===== config.mk =====
export PLATFORM = sky130hd
export DESIGN_NAME = mem_arbiter_flat
export DESIGN_NICKNAME = d
export VERILOG_FILES = /design/src/rtl/mem_arb_pkg.sv /design/src/rtl/mem_arbiter_if.sv /design/src/rtl/mem_arb_grant.sv /design/src/rtl/mem_arbiter.sv /design/src/flat_wrapper.sv
export SDC_FILE = /design/constraint.sdc
export NUM_CORES = 1
export LEC_CHECK = 0
export BUFFER_PORTS_ARGS = -buffer_cell sky130_fd_sc_hd__buf_2
export CAP_MARGIN = 5
export CORE_MARGIN = 1.5
export CORE_UTILIZATION = 47
export CTS_CLUSTER_DIAMETER = 60
export DETAILED_ROUTE_END_ITERATION = 12
export HOLD_SLACK_MARGIN = 0.1
export PLACE_DENSITY = 0.8
export SLEW_MARGIN = 20
export SYNTH_ARGS = -nofsm -noshare
export SYNTH_HDL_FRONTEND = slang
export SYNTH_SLANG_ARGS = --single-unit

===== constraint.sdc =====
create_clock -name i_clk -period 2.12 [get_ports i_clk]
set_input_delay 0.106 -clock i_clk [delete_from_list [all_inputs] [get_ports i_clk]]
set_output_delay 0.106 -clock i_clk [all_outputs]
set_load 0.01 [all_outputs]

===== src/rtl/mem_arb_pkg.sv =====
// mem_arb_pkg: shared encodings and access-mask constants for the memory arbiter.
package mem_arb_pkg;
    typedef enum logic [1:0] {IDLE, ISSUE, WAIT} state_e;
    typedef enum logic {OWN_IMEM, OWN_DMEM} owner_e;
    localparam logic [2:0] MASK_B  = 3'b000;
    localparam logic [2:0] MASK_H  = 3'b001;
    localparam logic [2:0] MASK_W  = 3'b010;
    localparam logic [2:0] MASK_BU = 3'b100;
    localparam logic [2:0] MASK_HU = 3'b101;
endpackage


===== src/rtl/mem_arbiter_if.sv =====
// mem_arbiter_if: fetch, data and memory-side signals of the arbiter; slave is the arbiter's view.
interface mem_arbiter_if;
    logic        i_imem_req;
    logic [31:0] i_imem_addr;
    logic        o_imem_ready;
    logic        o_imem_valid;
    logic [31:0] o_imem_rdata;
    logic        i_dmem_req;
    logic [31:0] i_dmem_addr;
    logic        i_dmem_wen;
    logic [31:0] i_dmem_wdata;
    logic [2:0]  i_dmem_mask;
    logic        o_dmem_ready;
    logic        o_dmem_valid;
    logic [31:0] o_dmem_rdata;
    logic        o_mem_req;
    logic [31:0] o_mem_addr;
    logic        o_mem_wen;
    logic [31:0] o_mem_wdata;
    logic [2:0]  o_mem_mask;
    logic        i_mem_ready;
    logic        i_mem_rvalid;
    logic [31:0] i_mem_rdata;
    logic        o_timeout;
    modport slave (
        input  i_imem_req, i_imem_addr, i_dmem_req, i_dmem_addr, i_dmem_wen, i_dmem_wdata,
               i_dmem_mask, i_mem_ready, i_mem_rvalid, i_mem_rdata,
        output o_imem_ready, o_imem_valid, o_imem_rdata, o_dmem_ready, o_dmem_valid,
               o_dmem_rdata, o_mem_req, o_mem_addr, o_mem_wen, o_mem_wdata, o_mem_mask, o_timeout
    );
    modport master (
        output i_imem_req, i_imem_addr, i_dmem_req, i_dmem_addr, i_dmem_wen, i_dmem_wdata,
               i_dmem_mask, i_mem_ready, i_mem_rvalid, i_mem_rdata,
        input  o_imem_ready, o_imem_valid, o_imem_rdata, o_dmem_ready, o_dmem_valid,
               o_dmem_rdata, o_mem_req, o_mem_addr, o_mem_wen, o_mem_wdata, o_mem_mask, o_timeout
    );
endinterface


===== src/rtl/mem_arb_grant.sv =====
// mem_arb_grant: data-over-fetch priority, overridden for fetch once the data streak is exhausted.
module mem_arb_grant #(
    parameter int MAX_DATA_STREAK = 4
) (
    input  logic       imem_req_i,
    input  logic       dmem_req_i,
    input  logic [3:0] streak_i,
    output logic       grant_imem_o,
    output logic       grant_dmem_o
);
    logic force_imem;
    assign force_imem   = imem_req_i && dmem_req_i && streak_i == 4'(MAX_DATA_STREAK);
    assign grant_imem_o = imem_req_i && (!dmem_req_i || force_imem);
    assign grant_dmem_o = dmem_req_i && !force_imem;
endmodule


===== src/rtl/mem_arbiter.sv =====
// mem_arbiter: single-outstanding arbiter sharing one memory between fetch and data.
// Define MEM_ARB_TIMEOUT_EN to abort transactions after TIMEOUT_CYCLES in ISSUE+WAIT.
module mem_arbiter
    import mem_arb_pkg::*;
#(
    parameter int MAX_DATA_STREAK = 4,
    parameter int TIMEOUT_CYCLES  = 255
) (
    input  logic          i_clk,
    input  logic          i_rst_n,
    mem_arbiter_if.slave  arb
);
    state_e      state_q, state_d;
    owner_e      owner_q, owner_d;
    logic [31:0] addr_q, addr_d, wdata_q, wdata_d;
    logic        wen_q, wen_d;
    logic [2:0]  mask_q, mask_d;
    logic [3:0]  streak_q, streak_d;
    logic        imem_valid_q, imem_valid_d, dmem_valid_q, dmem_valid_d;
    logic [31:0] imem_rdata_q, imem_rdata_d, dmem_rdata_q, dmem_rdata_d;
    logic        grant_imem, grant_dmem, idle, done, abort;
    logic [31:0] rd;

    mem_arb_grant #(.MAX_DATA_STREAK(MAX_DATA_STREAK)) u_grant (
        .imem_req_i   (arb.i_imem_req),
        .dmem_req_i   (arb.i_dmem_req),
        .streak_i     (streak_q),
        .grant_imem_o (grant_imem),
        .grant_dmem_o (grant_dmem)
    );

    assign idle = state_q == IDLE;
    assign done = state_q == WAIT && arb.i_mem_rvalid;
    assign rd   = (done && !wen_q) ? arb.i_mem_rdata : 32'd0;

`ifdef MEM_ARB_TIMEOUT_EN
    logic [15:0] cnt_q, cnt_d;
    logic        timeout_q, timeout_d;
    assign abort     = !idle && (cnt_q + 16'd1 == 16'(TIMEOUT_CYCLES));
    assign cnt_d     = (idle || abort || done) ? 16'd0 : cnt_q + 16'd1;
    assign timeout_d = timeout_q | (abort & ~done);
    always_ff @(posedge i_clk) begin
        if (!i_rst_n) begin
            cnt_q     <= '0;
            timeout_q <= 1'b0;
        end else begin
            cnt_q     <= cnt_d;
            timeout_q <= timeout_d;
        end
    end
    assign arb.o_timeout = timeout_q;
`else
    assign abort         = 1'b0;
    assign arb.o_timeout = 1'b0 & (TIMEOUT_CYCLES == 0);
`endif

    always_comb begin
        state_d      = state_q;
        owner_d      = owner_q;
        addr_d       = addr_q;
        wen_d        = wen_q;
        wdata_d      = wdata_q;
        mask_d       = mask_q;
        streak_d     = streak_q;
        imem_valid_d = 1'b0;
        dmem_valid_d = 1'b0;
        imem_rdata_d = imem_rdata_q;
        dmem_rdata_d = dmem_rdata_q;
        if (idle && (grant_imem || grant_dmem)) begin
            state_d  = ISSUE;
            owner_d  = grant_dmem ? OWN_DMEM : OWN_IMEM;
            addr_d   = grant_dmem ? arb.i_dmem_addr : arb.i_imem_addr;
            wen_d    = grant_dmem && arb.i_dmem_wen;
            wdata_d  = grant_dmem ? arb.i_dmem_wdata : 32'd0;
            mask_d   = grant_dmem ? arb.i_dmem_mask : MASK_W;
            streak_d = !(grant_dmem && arb.i_imem_req) ? 4'd0 :
                       streak_q == 4'(MAX_DATA_STREAK) ? streak_q : streak_q + 4'd1;
        end
        if (state_q == ISSUE && arb.i_mem_ready)
            state_d = WAIT;
        // A timeout completes the transaction like a response, but with zero data.
        if (done || abort) begin
            state_d      = IDLE;
            imem_valid_d = owner_q == OWN_IMEM;
            dmem_valid_d = owner_q == OWN_DMEM;
            imem_rdata_d = owner_q == OWN_IMEM ? rd : imem_rdata_q;
            dmem_rdata_d = owner_q == OWN_DMEM ? rd : dmem_rdata_q;
        end
    end

    always_ff @(posedge i_clk) begin
        if (!i_rst_n) begin
            state_q      <= IDLE;
            owner_q      <= OWN_IMEM;
            addr_q       <= '0;
            wen_q        <= 1'b0;
            wdata_q      <= '0;
            mask_q       <= '0;
            streak_q     <= '0;
            imem_valid_q <= 1'b0;
            dmem_valid_q <= 1'b0;
            imem_rdata_q <= '0;
            dmem_rdata_q <= '0;
        end else begin
            state_q      <= state_d;
            owner_q      <= owner_d;
            addr_q       <= addr_d;
            wen_q        <= wen_d;
            wdata_q      <= wdata_d;
            mask_q       <= mask_d;
            streak_q     <= streak_d;
            imem_valid_q <= imem_valid_d;
            dmem_valid_q <= dmem_valid_d;
            imem_rdata_q <= imem_rdata_d;
            dmem_rdata_q <= dmem_rdata_d;
        end
    end

    assign arb.o_imem_ready = i_rst_n && idle && grant_imem;
    assign arb.o_dmem_ready = i_rst_n && idle && grant_dmem;
    assign arb.o_imem_valid = imem_valid_q;
    assign arb.o_dmem_valid = dmem_valid_q;
    assign arb.o_imem_rdata = imem_rdata_q;
    assign arb.o_dmem_rdata = dmem_rdata_q;
    assign arb.o_mem_req    = state_q == ISSUE;
    assign arb.o_mem_addr   = addr_q;
    assign arb.o_mem_wen    = wen_q;
    assign arb.o_mem_wdata  = wdata_q;
    assign arb.o_mem_mask   = mask_q;
endmodule

===== src/flat_wrapper.sv =====
// flat-port wrapper written by rule: the top's interface ports become plain ports
module mem_arbiter_flat import mem_arb_pkg::*;
#(
    parameter int MAX_DATA_STREAK = 4,
    parameter int TIMEOUT_CYCLES  = 255
)
  (i_clk, i_rst_n, arb_i_imem_req, arb_i_imem_addr, arb_i_dmem_req, arb_i_dmem_addr, arb_i_dmem_wen, arb_i_dmem_wdata, arb_i_dmem_mask, arb_i_mem_ready, arb_i_mem_rvalid, arb_i_mem_rdata, arb_o_imem_ready, arb_o_imem_valid, arb_o_imem_rdata, arb_o_dmem_ready, arb_o_dmem_valid, arb_o_dmem_rdata, arb_o_mem_req, arb_o_mem_addr, arb_o_mem_wen, arb_o_mem_wdata, arb_o_mem_mask, arb_o_timeout);
  mem_arbiter_if arb_i ();
  input  logic i_clk;
  input  logic i_rst_n;
  input wire logic [$bits(arb_i.i_imem_req)-1:0] arb_i_imem_req;
  input wire logic [$bits(arb_i.i_imem_addr)-1:0] arb_i_imem_addr;
  input wire logic [$bits(arb_i.i_dmem_req)-1:0] arb_i_dmem_req;
  input wire logic [$bits(arb_i.i_dmem_addr)-1:0] arb_i_dmem_addr;
  input wire logic [$bits(arb_i.i_dmem_wen)-1:0] arb_i_dmem_wen;
  input wire logic [$bits(arb_i.i_dmem_wdata)-1:0] arb_i_dmem_wdata;
  input wire logic [$bits(arb_i.i_dmem_mask)-1:0] arb_i_dmem_mask;
  input wire logic [$bits(arb_i.i_mem_ready)-1:0] arb_i_mem_ready;
  input wire logic [$bits(arb_i.i_mem_rvalid)-1:0] arb_i_mem_rvalid;
  input wire logic [$bits(arb_i.i_mem_rdata)-1:0] arb_i_mem_rdata;
  output wire logic [$bits(arb_i.o_imem_ready)-1:0] arb_o_imem_ready;
  output wire logic [$bits(arb_i.o_imem_valid)-1:0] arb_o_imem_valid;
  output wire logic [$bits(arb_i.o_imem_rdata)-1:0] arb_o_imem_rdata;
  output wire logic [$bits(arb_i.o_dmem_ready)-1:0] arb_o_dmem_ready;
  output wire logic [$bits(arb_i.o_dmem_valid)-1:0] arb_o_dmem_valid;
  output wire logic [$bits(arb_i.o_dmem_rdata)-1:0] arb_o_dmem_rdata;
  output wire logic [$bits(arb_i.o_mem_req)-1:0] arb_o_mem_req;
  output wire logic [$bits(arb_i.o_mem_addr)-1:0] arb_o_mem_addr;
  output wire logic [$bits(arb_i.o_mem_wen)-1:0] arb_o_mem_wen;
  output wire logic [$bits(arb_i.o_mem_wdata)-1:0] arb_o_mem_wdata;
  output wire logic [$bits(arb_i.o_mem_mask)-1:0] arb_o_mem_mask;
  output wire logic [$bits(arb_i.o_timeout)-1:0] arb_o_timeout;
  assign arb_i.i_imem_req = arb_i_imem_req;
  assign arb_i.i_imem_addr = arb_i_imem_addr;
  assign arb_i.i_dmem_req = arb_i_dmem_req;
  assign arb_i.i_dmem_addr = arb_i_dmem_addr;
  assign arb_i.i_dmem_wen = arb_i_dmem_wen;
  assign arb_i.i_dmem_wdata = arb_i_dmem_wdata;
  assign arb_i.i_dmem_mask = arb_i_dmem_mask;
  assign arb_i.i_mem_ready = arb_i_mem_ready;
  assign arb_i.i_mem_rvalid = arb_i_mem_rvalid;
  assign arb_i.i_mem_rdata = arb_i_mem_rdata;
  assign arb_o_imem_ready = arb_i.o_imem_ready;
  assign arb_o_imem_valid = arb_i.o_imem_valid;
  assign arb_o_imem_rdata = arb_i.o_imem_rdata;
  assign arb_o_dmem_ready = arb_i.o_dmem_ready;
  assign arb_o_dmem_valid = arb_i.o_dmem_valid;
  assign arb_o_dmem_rdata = arb_i.o_dmem_rdata;
  assign arb_o_mem_req = arb_i.o_mem_req;
  assign arb_o_mem_addr = arb_i.o_mem_addr;
  assign arb_o_mem_wen = arb_i.o_mem_wen;
  assign arb_o_mem_wdata = arb_i.o_mem_wdata;
  assign arb_o_mem_mask = arb_i.o_mem_mask;
  assign arb_o_timeout = arb_i.o_timeout;
  mem_arbiter #(.MAX_DATA_STREAK(MAX_DATA_STREAK), .TIMEOUT_CYCLES(TIMEOUT_CYCLES)) u_core (.i_clk(i_clk), .i_rst_n(i_rst_n), .arb(arb_i));
endmodule

==> results by group, run 1 <==
STA
  • RSZ-0062 raised after global routing: no
  • Max-slew violations: 0
  • Clk_skew: a little under 0.009 ns
  • Tcrit/Tclk final: approximately nine tenths
  • Hold_ws: between 0.1 and 0.15 ns
  • Final min period: 1.95 ns
  • Worst Slack Setup Final: roughly 0.17 ns
  • Max transition margin: between 60% and 70%
  • Fin. Hold Viols: 0
  • Maximum clock frequency: between 500 and 600 MHz
  • Setup_tns: 0 ns
  • Final Setup Violations: 0
  • Worst slew pin tran: approximately 0.52 ns

Layout
  • Register area: between 2000 and 3000 µm²
  • Post-route cell area: ~9400 µm²
  • Area delta synth->final: 53.7%
  • N_diodes: 0
  • Area of the multi-input gates: 2900 µm²
  • Fin cells: roughly 1,300
  • Post-Route Utilization: between 70 and 80%
  • Fillers: 859
  • Final layout net count: 1,211
  • Share of layout cells above drive strength 1: about a third

Critical path
  • Buffers & Inverters on Critical Path: 3
  • Worst Path Class, Setup: register to register
  • CP max stage cell: o311a_1
  • Critical Path AT: between 2 and 2.5 ns
  • CP required: roughly 2.4 ns
  • CP Cell Sequence: inv_1 -> ha_1 -> nand4b_4 -> buf_4 -> bufbuf_16 -> and3_1 -> o311a_1
  • CP top delay family: buffers and inverters
  • Setup crit end kind: register
  • CP Launch Type: register
  • Max incr delay on CP: between 0.3 and 0.4 ns
  • Worst-path fanout max: 29

Floorplanning
  • Ports: around 280
  • Die area: 13,700 µm²
  • Die height: about 120 µm
  • Core area: 12,600 µm²
  • Row Count: between 40 and 50
  • Starting density of the core: between 40% and 50%
  • Die width: around 120 µm

Detailed routing
  • Post-route ant nets: 0
  • First-pass DRT Iterations: 8
  • Vias per cell: between 5 and 6
  • DR DRC count: 0
  • WL/cell: 17.1 µm
  • DR iter-0 viols: 697
  • DRT Wirelength: between 20,000 and 25,000 µm
  • Via count: approximately 7,000

Pwr
  • Int Power: ~5.9 mW
  • Comb pwr share: 15.4%
  • Sw Share: 23.6%
  • Sw power: between 1.5 and 2 mW
  • Tot Pwr: roughly 7.7 mW
  • Sequential Power Share: a little under two fifths
  • Leakage: 4.30 nW
  • VDD IR-drop max: roughly 0.49 mV
  • Clk network pwr share: ~47%
  • PwrDens: 823 nW/µm²

Clock network
  • Clock buffer depth: 2
  • CTS Buf Count: 17
  • CTS root buf: clkbuf_16
  • Clk pin slew, worst setup/hold paths: about 0.060 ns
  • Clock latency on the worst-skew pair: 0.42 ns
  • Clock Sinks: 141
  • Htree depth: 4
  • TritonCTS clock tree: done

Run
  • MaxCap Viol Count: 0

Logic synthesis
  • Syn Area/Cell: 8.36 µm²
  • Sequential share of the synthesized area: approximately 46%
  • Synth top area share: between 40% and 50%
  • Top_reg_cell synth: dfxtp_1
  • Yosys top cell by area: dfxtp_1
  • Synth Instances: ~730
  • Syn Nets: 869
  • Yosys cell types: 37
  • EDFF count, synth: 0
  • Area of the mapped netlist: 6100 µm²
  • Area contributors post-synth: dfxtp_1 46%, a21oi_1 8.5%, nand2_1 8.1%
  • Synthesis warning total: 0
  • Synth Register Bits: roughly 140
  • Asr flop ratio synth: 0%

Placed design
  • Hpwl dp: ~12,000 µm
  • Dpl cells: 1,115
  • I/O Buffers: between 200 and 300
  • GPL Wtd Cong: roughly 0.80
  • Pre-CTS WS: roughly 0.38 ns
  • DP Area: 7530 µm²

Global route
  • First-pass GRT wire length: ~33,000 µm
  • Number of global-route vias before repair: roughly 6,600
  • GRT Total Usage: between 30% and 40%
  • Grt total ovfl: 0
  • Largest net degree at the start of global routing: 70
  • Initial antenna violation count: 0

Outcome
  • Status: complete, no violations

Min path
  • Worst Hold Class: input pin to register
[final cells by class]
cell class / count / area share, %
Multi-Input combinational cell: 501 / 31.0
Sequential cell: 141 / 30.1
Timing Repair Buffer: 405 / 28.6
Clock buffer: 20 / 4.98
Clock inverter: 11 / 2.78
Tap cell: 172 / 2.30
Inverter: 5 / 0.214
[kinds of logic (layout without fill, tap and decap cells)]
logic type / after synthesis / in the layout / share of synthesized area [%]
flip-flops: 141 / 141 / 46.3
adder cells (fa/ha/maj): 2 / 2 / 0.410
AND/OR/NAND/NOR: 253 / 253 / 20.8
other: 1 / 1 / 0.0615
AO/OA/AOI/OAI: 244 / 244 / 25.6
multiplexers: 1 / 1 / 0.164
buffers and inverters: 87 / 441 / 6.63
[worst reg2reg max path, stage by stage, from the launching register on]
cell       delay [ns]
dfxtp_1          0.32
inv_1            0.09
ha_1             0.22
nand4b_4         0.17
buf_4            0.18
bufbuf_16        0.29
and3_1           0.21
o311a_1          0.34
[path summary, 6_finish.rpt]
kind | from | endpoint | slack (ns) | depth (start not counted)
setup / recovery | u_core.streak_q[0]$_SDFFE_PN0P_ | u_core.arb.o_mem_addr[20]$_SDFFE_PN0P_ | 0.17 | 7
hold / removal | arb_i_imem_addr[9] | u_core.arb.o_mem_addr[9]$_SDFFE_PN0P_ | 0.12 | 3
setup reg to reg | u_core.streak_q[0]$_SDFFE_PN0P_ | u_core.arb.o_mem_addr[20]$_SDFFE_PN0P_ | 0.17 | 7
hold reg to reg | u_core.arb.o_dmem_rdata[15]$_SDFFE_PN0P_ | u_core.arb.o_dmem_rdata[15]$_SDFFE_PN0P_ | 0.45 | 2
[layout by cell type, fill, tap and decap left out, types with 2 or more instances in the layout]
cell type and instances:
and3_1 32, o311a_1 32, ha_1 2, clkbuf_8 3, nand3_1 4, a21oi_1 103, a21boi_0 32, nand4_1 36
clkinv_2 2, buf_4 21, dfxtp_1 141, dlygate4sd3_1 106, nor2_2 2, buf_2 274, nor2_1 3, o32ai_1 2
nand2_1 131, buf_12 3, bufinv_16 8, clkinvlp_4 2, nor2b_1 33, inv_1 4, o22ai_1 2, o21bai_1 32
clkbuf_16 17, o21ai_0 38
[what timing repair did]
item,CTS,global route
setup endpoints to repair,1,1
hold endpoints to repair,134,0
gates resized for setup,0,1
setup buffers,0,2
cloned,1,0
hold buffers,106,0
[state kept, by name (all words and copies together) (netlist names)]
signal and cells:
u_core.state_q 2, u_core.arb.o_dmem_valid 1, u_core.streak_q 4, u_core.arb.o_mem_addr 32
u_core.owner_q 1, u_core.arb.o_dmem_rdata 32, u_core.arb.o_mem_mask 3, u_core.arb.o_mem_wen 1
u_core.arb.o_mem_wdata 32, u_core.arb.o_imem_rdata 32, u_core.arb.o_imem_valid 1
[metal layers]
metal / part of all wire, % / wire length, µm / global-route usage, % / vias up
li1: - / - / - / 3257
met1: 37 / 7980 / 34.8 / 3225
met2: 51 / 10900 / 52.5 / 408
met3: 8.7 / 1860 / 8.91 / 72
met4: 3.6 / 782 / 16.6 / 0
met5: 0 / 0 / 0 / -
[cell usage after synthesis, drive strengths merged, types with 6 or more instances]
cell / instances
nor2: 6
nand2: 131
a21oi: 103
clkbuf: 43
buf: 39
o21bai: 32
nand4: 36
o21ai: 39
dfxtp: 141
and3: 32
o311a: 32
a21boi: 32
nor2b: 33
[power by group through the flow]
stage / registers (mW) / clock network (mW) / logic (mW)
4_1_cts: 2.87 / 3.69 / 1.14
5_1_grt: 2.89 / 3.82 / 1.28
3_5_place_dp: 2.92 / 0 / 0.989
3_3_place_gp: 2.92 / 0 / 0.984
2_1_floorplan: 2.98 / 0 / 0.535
6_report: 2.87 / 3.65 / 1.19
Power figures use the tool's default switching activity.
==> inputs of run 2 (changes only) <==
Clock period 2.12 ns to 2.15 ns, I/O delays scaled along.
==> run 2 against run 1 <==
Sequential share of layout area is 0.58 points higher. Largest cell class unchanged. Power decreased by 10%. Combinational power hardly changed. Critical endpoint is now arb_o_imem_ready. Setup slack better by 0.025 ns. Cell count down 0.16%. Register-to-register slack better by 0.17 ns.
==> results by group, run 2 (same netlist as run 1, synthesis figures left out) <==
Layout
  • Most common cell after layout, fill and taps aside: buf_2
  • N_diodes: 0 (unchanged)
  • Share of layout cells above drive strength 1: 30.5% (-0.87 points)
  • Fin cells: 1,253 (-0.16%)
  • Post-route cell area: 9190 µm² (-1.9%)
  • Post-Route Utilization: 72.9% (-1.4 points)
  • Final layout net count: 1,209 (-0.17%)
  • Area delta synth->final: 50.8%
  • Commonest cells after routing, fill and taps aside: 274 x buf_2, 141 x dfxtp_1, 131 x nand2_1

Pwr
  • PwrDens: 754 nW/µm² (-8.4%)
  • VDD IR-drop max: 0.482 mV (-0.72%)
  • Leakage: 4.21 nW (-2.0%)
  • Sw power: 1.75 mW (-3.9%)
  • Sw Share: 25.2% (+1.6 points)
  • Sequential Power Share: 40.9% (+3.6 points)
  • Int Power: 5.19 mW (-12%)
  • Clk network pwr share: 42.3% (-5.0 points)
  • Comb pwr share: 16.8% (+1.4 points)

Clock network
  • Clock Sinks: 141 (unchanged)
  • CTS Buf Count: 17 (unchanged)
  • Clock latency on the worst-skew pair: 0.42 ns (about the same)
  • Post-CTS Repair Setup Buffers: 0 (unchanged)
  • Clock buffer depth: 2 (unchanged)
  • CTS root buf: clkbuf_16
  • Clk pin slew, worst setup/hold paths: 0.06 ns (about the same)
  • TritonCTS clock tree: done
  • Htree depth: 4 (unchanged)

STA
  • Max-slew violations: 0 (unchanged)
  • Fin. Hold Viols: 0 (unchanged)
  • Max transition margin: 58.5% (-6.7 points)
  • Hold_ws: 0.109 ns (-0.0112 ns)
  • Setup_tns: 0 ns (unchanged)
  • RSZ-0062 raised after global routing: no
  • Worst slew pin tran: 0.622 ns (+0.0999 ns)
  • Final min period: 1.95 ns
  • Tcrit/Tclk final: 90.8%
  • Maximum clock frequency: a little over 500 MHz
  • Clk_skew: 0.0104 ns (+0.00147 ns)
  • Final Setup Violations: 0 (unchanged)

Detailed routing
  • WL/cell: 16.9 µm (-1.1%)
  • First-pass DRT Iterations: 5 (-3)
  • Post-route ant nets: 0 (unchanged)
  • DR DRC count: 0 (unchanged)
  • Via count: 6,978 (+0.23%)
  • DR iter-0 viols: 687 (-1.4%)
  • DRT Wirelength: 21,200 µm (-1.3%)
  • Vias per cell: 5.57 (+0.39%)

Critical path
  • CP Launch Type: register
  • Critical Path AT: 1.84 ns (-0.40 ns)
  • Setup crit end kind: primary output
  • CP required: 2.04 ns (-0.38 ns)
  • Worst-path fanout max: 30 (+3.4%)
  • Worst Path Class, Setup: register to primary output

Min path
  • Worst Hold Class: input pin to register

Floorplanning
  • Die area: 13,700 µm² (unchanged)
  • Ports: 276 (unchanged)
  • Row Count: 41 (unchanged)
  • Core area: 12,600 µm² (unchanged)
  • Starting density of the core: 48.3% (unchanged)
  • Die height: 117 µm (unchanged)
  • Die width: 117 µm (unchanged)

Global route
  • GRT Total Usage: 29.5% (-1.3 points)
  • Grt total ovfl: 0 (unchanged)
  • Number of global-route vias before repair: 6,439 (-3.1%)
  • Largest net degree at the start of global routing: 56 (-20%)
  • First-pass GRT wire length: 31,800 µm (-3.3%)
  • Initial antenna violation count: 0 (unchanged)

Placed design
  • DP Area: 7520 µm² (-0.20%)
  • Dpl cells: 1,113 (-0.18%)
  • I/O Buffers: 274 (unchanged)
  • GPL Wtd Cong: 0.773 (-3.1%)
  • Hpwl dp: 11,900 µm (+0.33%)

Run
  • MaxCap Viol Count: 0 (unchanged)

Outcome
  • Status: complete, no violations
-- run 2: cell type report --
cell class              instances  area (µm²)
fillers                       899        3430
clock buffers                  23         468
well taps                     172         215
repair buffers                403        2650
inverters                       5        20.0
multi-input cells             501        2900
flip-flops and latches        141        2820
clock inverters                 8         115
-- run 2: worst paths after layout --
check,from,endpoint,slack (ns),cells after the start
setup / recovery,u_core.streak_q[0]$_SDFFE_PN0P_,arb_o_imem_ready,0.20,6
hold / removal,arb_i_imem_addr[4],u_core.arb.o_mem_addr[4]$_SDFFE_PN0P_,0.11,3
hold reg to reg,u_core.arb.o_dmem_rdata[22]$_SDFFE_PN0P_,u_core.arb.o_dmem_rdata[22]$_SDFFE_PN0P_,0.45,2
setup reg to reg,u_core.streak_q[0]$_SDFFE_PN0P_,u_core.arb.o_mem_addr[0]$_SDFFE_PN0P_,0.34,6
-- run 2: timing repair --
item                       in CTS  in global routing
hold buffers                  108                  1
setup endpoints to repair       0                  1
hold endpoints to repair      133                  1
resized for setup               0                  1
-- run 2: power by group through the flow --
stage          sequential (mW)  combinational (mW)  clock (mW)
6_report                  2.84                1.16        2.93
5_1_grt                   2.85                1.25        3.10
4_1_cts                   2.83                1.12        2.97
3_5_place_dp              2.88               0.961           0
3_3_place_gp              2.88               0.961           0
2_1_floorplan             2.94               0.528           0
-- run 2: metal layers --
metal	vias to the layer above	global-route usage [%]	part of all wire, %
li1	3267	-	-
met1	3216	34.1	38
met3	69	7.83	9.0
met4	0	14.5	3.1
met5	-	0	0
met2	426	50.7	50
-- run 2: critical path, stage by stage (launching register included) --
cell and delay [ns]:
dfxtp_1 0.32, inv_1 0.09, ha_1 0.21, nand4b_4 0.23, buf_6 0.27, a21oi_1 0.15
buf_2 0.15
-- run 2: metrics by stage --
| stage | setup slack, ns | total power, mW |
|---|---|---|
| detailed placement | 0.397 | 3.84 |
| CTS | 0.124 | 6.91 |
| global route | 0.0355 | 7.19 |
| finish | 0.199 | 6.93 |
| floorplan | 0.600 | 3.46 |
| global placement | 0.445 | 3.84 |
==> inputs of run 3 (changes only) <==
==> constraint.sdc (replaced) <==
create_clock -name i_clk -period 2.15 [get_ports i_clk]
set_input_delay 0.1075 -clock i_clk [delete_from_list [all_inputs] [get_ports i_clk]]
set_output_delay 0.1075 -clock i_clk [all_outputs]
set_load 0.02 [all_outputs]
==> run 3 against run 2 <==
Non-clock buffer count increased by 8. Design area increased by 1.6%. Fmax decreased by 2.4%. Critical endpoint is now arb_o_dmem_ready. Die area unchanged. Setup slack got worse by 0.048 ns. Clock power increased by 8.2%. Via count increased by 0.62%. Sequential share of layout area decreased by 0.49 points. Flip-flop and latch count unchanged.
==> results by group, run 3 (same netlist as run 1, synthesis figures left out) <==
Run
  • MaxCap Viol Count: 0 (unchanged)

Critical path
  • Reg2reg setup slack: 0.33 ns (about the same)
  • Setup crit end kind: primary output
  • CP Launch Type: register
  • CP required: 2.04 ns (about the same)
  • CP Cell Sequence: nor2_2 -> buf_6 -> nand3_1 -> nor2_1 -> buf_2
  • Worst-path fanout max: 37 (+23%)
  • CP max stage cell: dfxtp_1
  • Worst Path Class, Setup: register to primary output
  • Critical Path AT: 1.89 ns (+0.05 ns)
  • Buffers & Inverters on Critical Path: 2 (-1)
  • Max incr delay on CP: 0.42 ns (+0.10 ns)
  • CP top delay family: simple AND/OR/NAND/NOR gates

STA
  • Worst slew pin tran: 0.623 ns (+0.00100 ns)
  • Tcrit/Tclk final: 93.0% (+2.3 points)
  • Max-slew violations: 0 (unchanged)
  • Max transition margin: 58.4% (-0.067 points)
  • Final min period: 2.00 ns (+0.0484 ns)
  • Setup_tns: 0 ns (unchanged)
  • Maximum clock frequency: 500 MHz (-2.4%)
  • Clk_skew: 0.0119 ns (+0.00149 ns)
  • Fin. Hold Viols: 0 (unchanged)
  • RSZ-0062 raised after global routing: no
  • Worst Slack Setup Final: 0.150 ns (-0.0484 ns)
  • Final Setup Violations: 0 (unchanged)

Layout
  • Commonest cells after routing, fill and taps aside: 274 x buf_2, 141 x dfxtp_1, 131 x nand2_1
  • Fin cells: 1,262 (+0.72%)
  • Most common cell after layout, fill and taps aside: buf_2
  • Area delta synth->final: 53.2%
  • Share of layout cells above drive strength 1: 30.9% (+0.39 points)
  • N_diodes: 0 (unchanged)
  • Post-route cell area: 9340 µm² (+1.6%)
  • Final layout net count: 1,217 (+0.66%)

Placed design
  • Hpwl dp: 11,800 µm (-0.28%)
  • Dpl cells: 1,114 (+0.090%)
  • Pre-CTS WS: 0.343 ns (-0.0540 ns)
  • GPL Wtd Cong: 0.773 (about the same)
  • I/O Buffers: 274 (unchanged)
  • DP Area: 7540 µm² (+0.27%)

Global route
  • GRT Total Usage: 30.6% (+1.1 points)
  • Grt total ovfl: 0 (unchanged)
  • Number of global-route vias before repair: 6,853 (+6.4%)
  • First-pass GRT wire length: 32,900 µm (+3.6%)
  • Largest net degree at the start of global routing: 54 (-3.6%)
  • Initial antenna violation count: 0 (unchanged)

Clock network
  • TritonCTS clock tree: done
  • Clk pin slew, worst setup/hold paths: 0.06 ns (about the same)
  • Htree depth: 4 (unchanged)
  • CTS root buf: clkbuf_16
  • Clock Sinks: 141 (unchanged)
  • CTS Buf Count: 17 (unchanged)
  • Clock buffer depth: 2 (unchanged)
  • Clock latency on the worst-skew pair: 0.42 ns (about the same)

Floorplanning
  • Ports: 276 (unchanged)
  • Die width: 117 µm (unchanged)
  • Core area: 12,600 µm² (unchanged)
  • Die height: 117 µm (unchanged)
  • Die area: 13,700 µm² (unchanged)
  • Row Count: 41 (unchanged)
  • Starting density of the core: 48.3% (unchanged)

Pwr
  • Leakage: 4.27 nW (+1.4%)
  • Tot Pwr: 7.29 mW (+5.2%)
  • VDD IR-drop max: 0.465 mV (-3.5%)
  • PwrDens: 781 nW/µm² (+3.5%)

Detailed routing
  • DR WL met3: 1870 µm (-2.1%)
  • DR iter-0 viols: 741 (+7.9%)
  • DRT Wirelength: 21,400 µm (+0.91%)
  • WL/cell: 17.0 µm (+0.19%)
  • DR DRC count: 0 (unchanged)
  • Top routing layer used: met4
  • Via count: 7,021 (+0.62%)
  • First-pass DRT Iterations: 5 (unchanged)
  • Vias per cell: 5.56 (-0.10%)
  • Post-route ant nets: 0 (unchanged)
  • Met2 wire length: 10,600 µm (-0.85%)
  • Metal-1 WL: 8050 µm (+0.78%)

Outcome
  • Status: complete, no violations

Min path
  • Worst Hold Class: input pin to register
-- run 3: changes by cell type in the layout (fill, tap and decap cells not counted), sizes merged --
cell,before,now
buf,294,296
bufinv,3,4
clkbuf,23,21
clkinv,6,5
clkinvlp,0,3
dlygate4sd3,109,115
-- run 3: final cells by class --
| type | count | area, µm² |
|---|---|---|
| timing repair buffer | 411 | 2740 |
| tap | 172 | 215 |
| sequential | 141 | 2820 |
| fill | 915 | 3280 |
| clock inverter | 11 | 163 |
| clock buffer | 21 | 480 |
| multi-input combinational | 501 | 2900 |
| inverter | 5 | 20.0 |
-- run 3: worst paths after layout --
kind / from / cells after the start / endpoint
setup / recovery: u_core.state_q[0]$_SDFFE_PP0P_ / 5 / arb_o_dmem_ready
hold / removal: arb_i_imem_addr[11] / 3 / u_core.arb.o_mem_addr[11]$_SDFFE_PN0P_
setup reg to reg: u_core.streak_q[0]$_SDFFE_PN0P_ / 7 / u_core.arb.o_mem_addr[29]$_SDFFE_PN0P_
hold reg to reg: u_core.arb.o_imem_rdata[5]$_SDFFE_PN0P_ / 2 / u_core.arb.o_imem_rdata[5]$_SDFFE_PN0P_
-- run 3: metal layers --
| metal | vias to the layer above | global-route usage [%] |
|---|---|---|
| met5 | - | 0 |
| met4 | 0 | 16.3 |
| li1 | 3277 | - |
| met2 | 386 | 53.2 |
| met3 | 83 | 8.50 |
| met1 | 3275 | 34.1 |
-- run 3: repair_timing --
item	in CTS	in global routing
gates resized for setup	0	1
hold endpoints to repair	137	0
endpoints found under the setup margin	0	2
hold buffers	115	0
setup buffers	0	1
-- run 3: per-stage QoR --
step           hold WS [ns]  util (%)
3_5_place_dp          0.385      59.7
3_3_place_gp          0.375      59.7
4_1_cts               0.103      73.9
2_1_floorplan         0.251         -
6_report              0.111      74.0
5_1_grt               0.131      74.0
-- run 3: worst register-to-register path, delay by kind of cell (launching register included) --
kind                     cells  cell delay, ns
AND/OR/NAND/NOR              2            0.35
AO/OA/AOI/OAI                1            0.33
adder cells (fa/ha/maj)      1            0.22
buffers and inverters        3            0.48
flip-flops                   1            0.32
-- run 3: where the power goes --
part | internal (mW) | switching (mW) | leakage [nW]
Combinational | 0.577 | 0.711 | 2.81
Sequential | 2.76 | 0.0824 | 1.15
Clock | 2.06 | 1.11 | 0.311
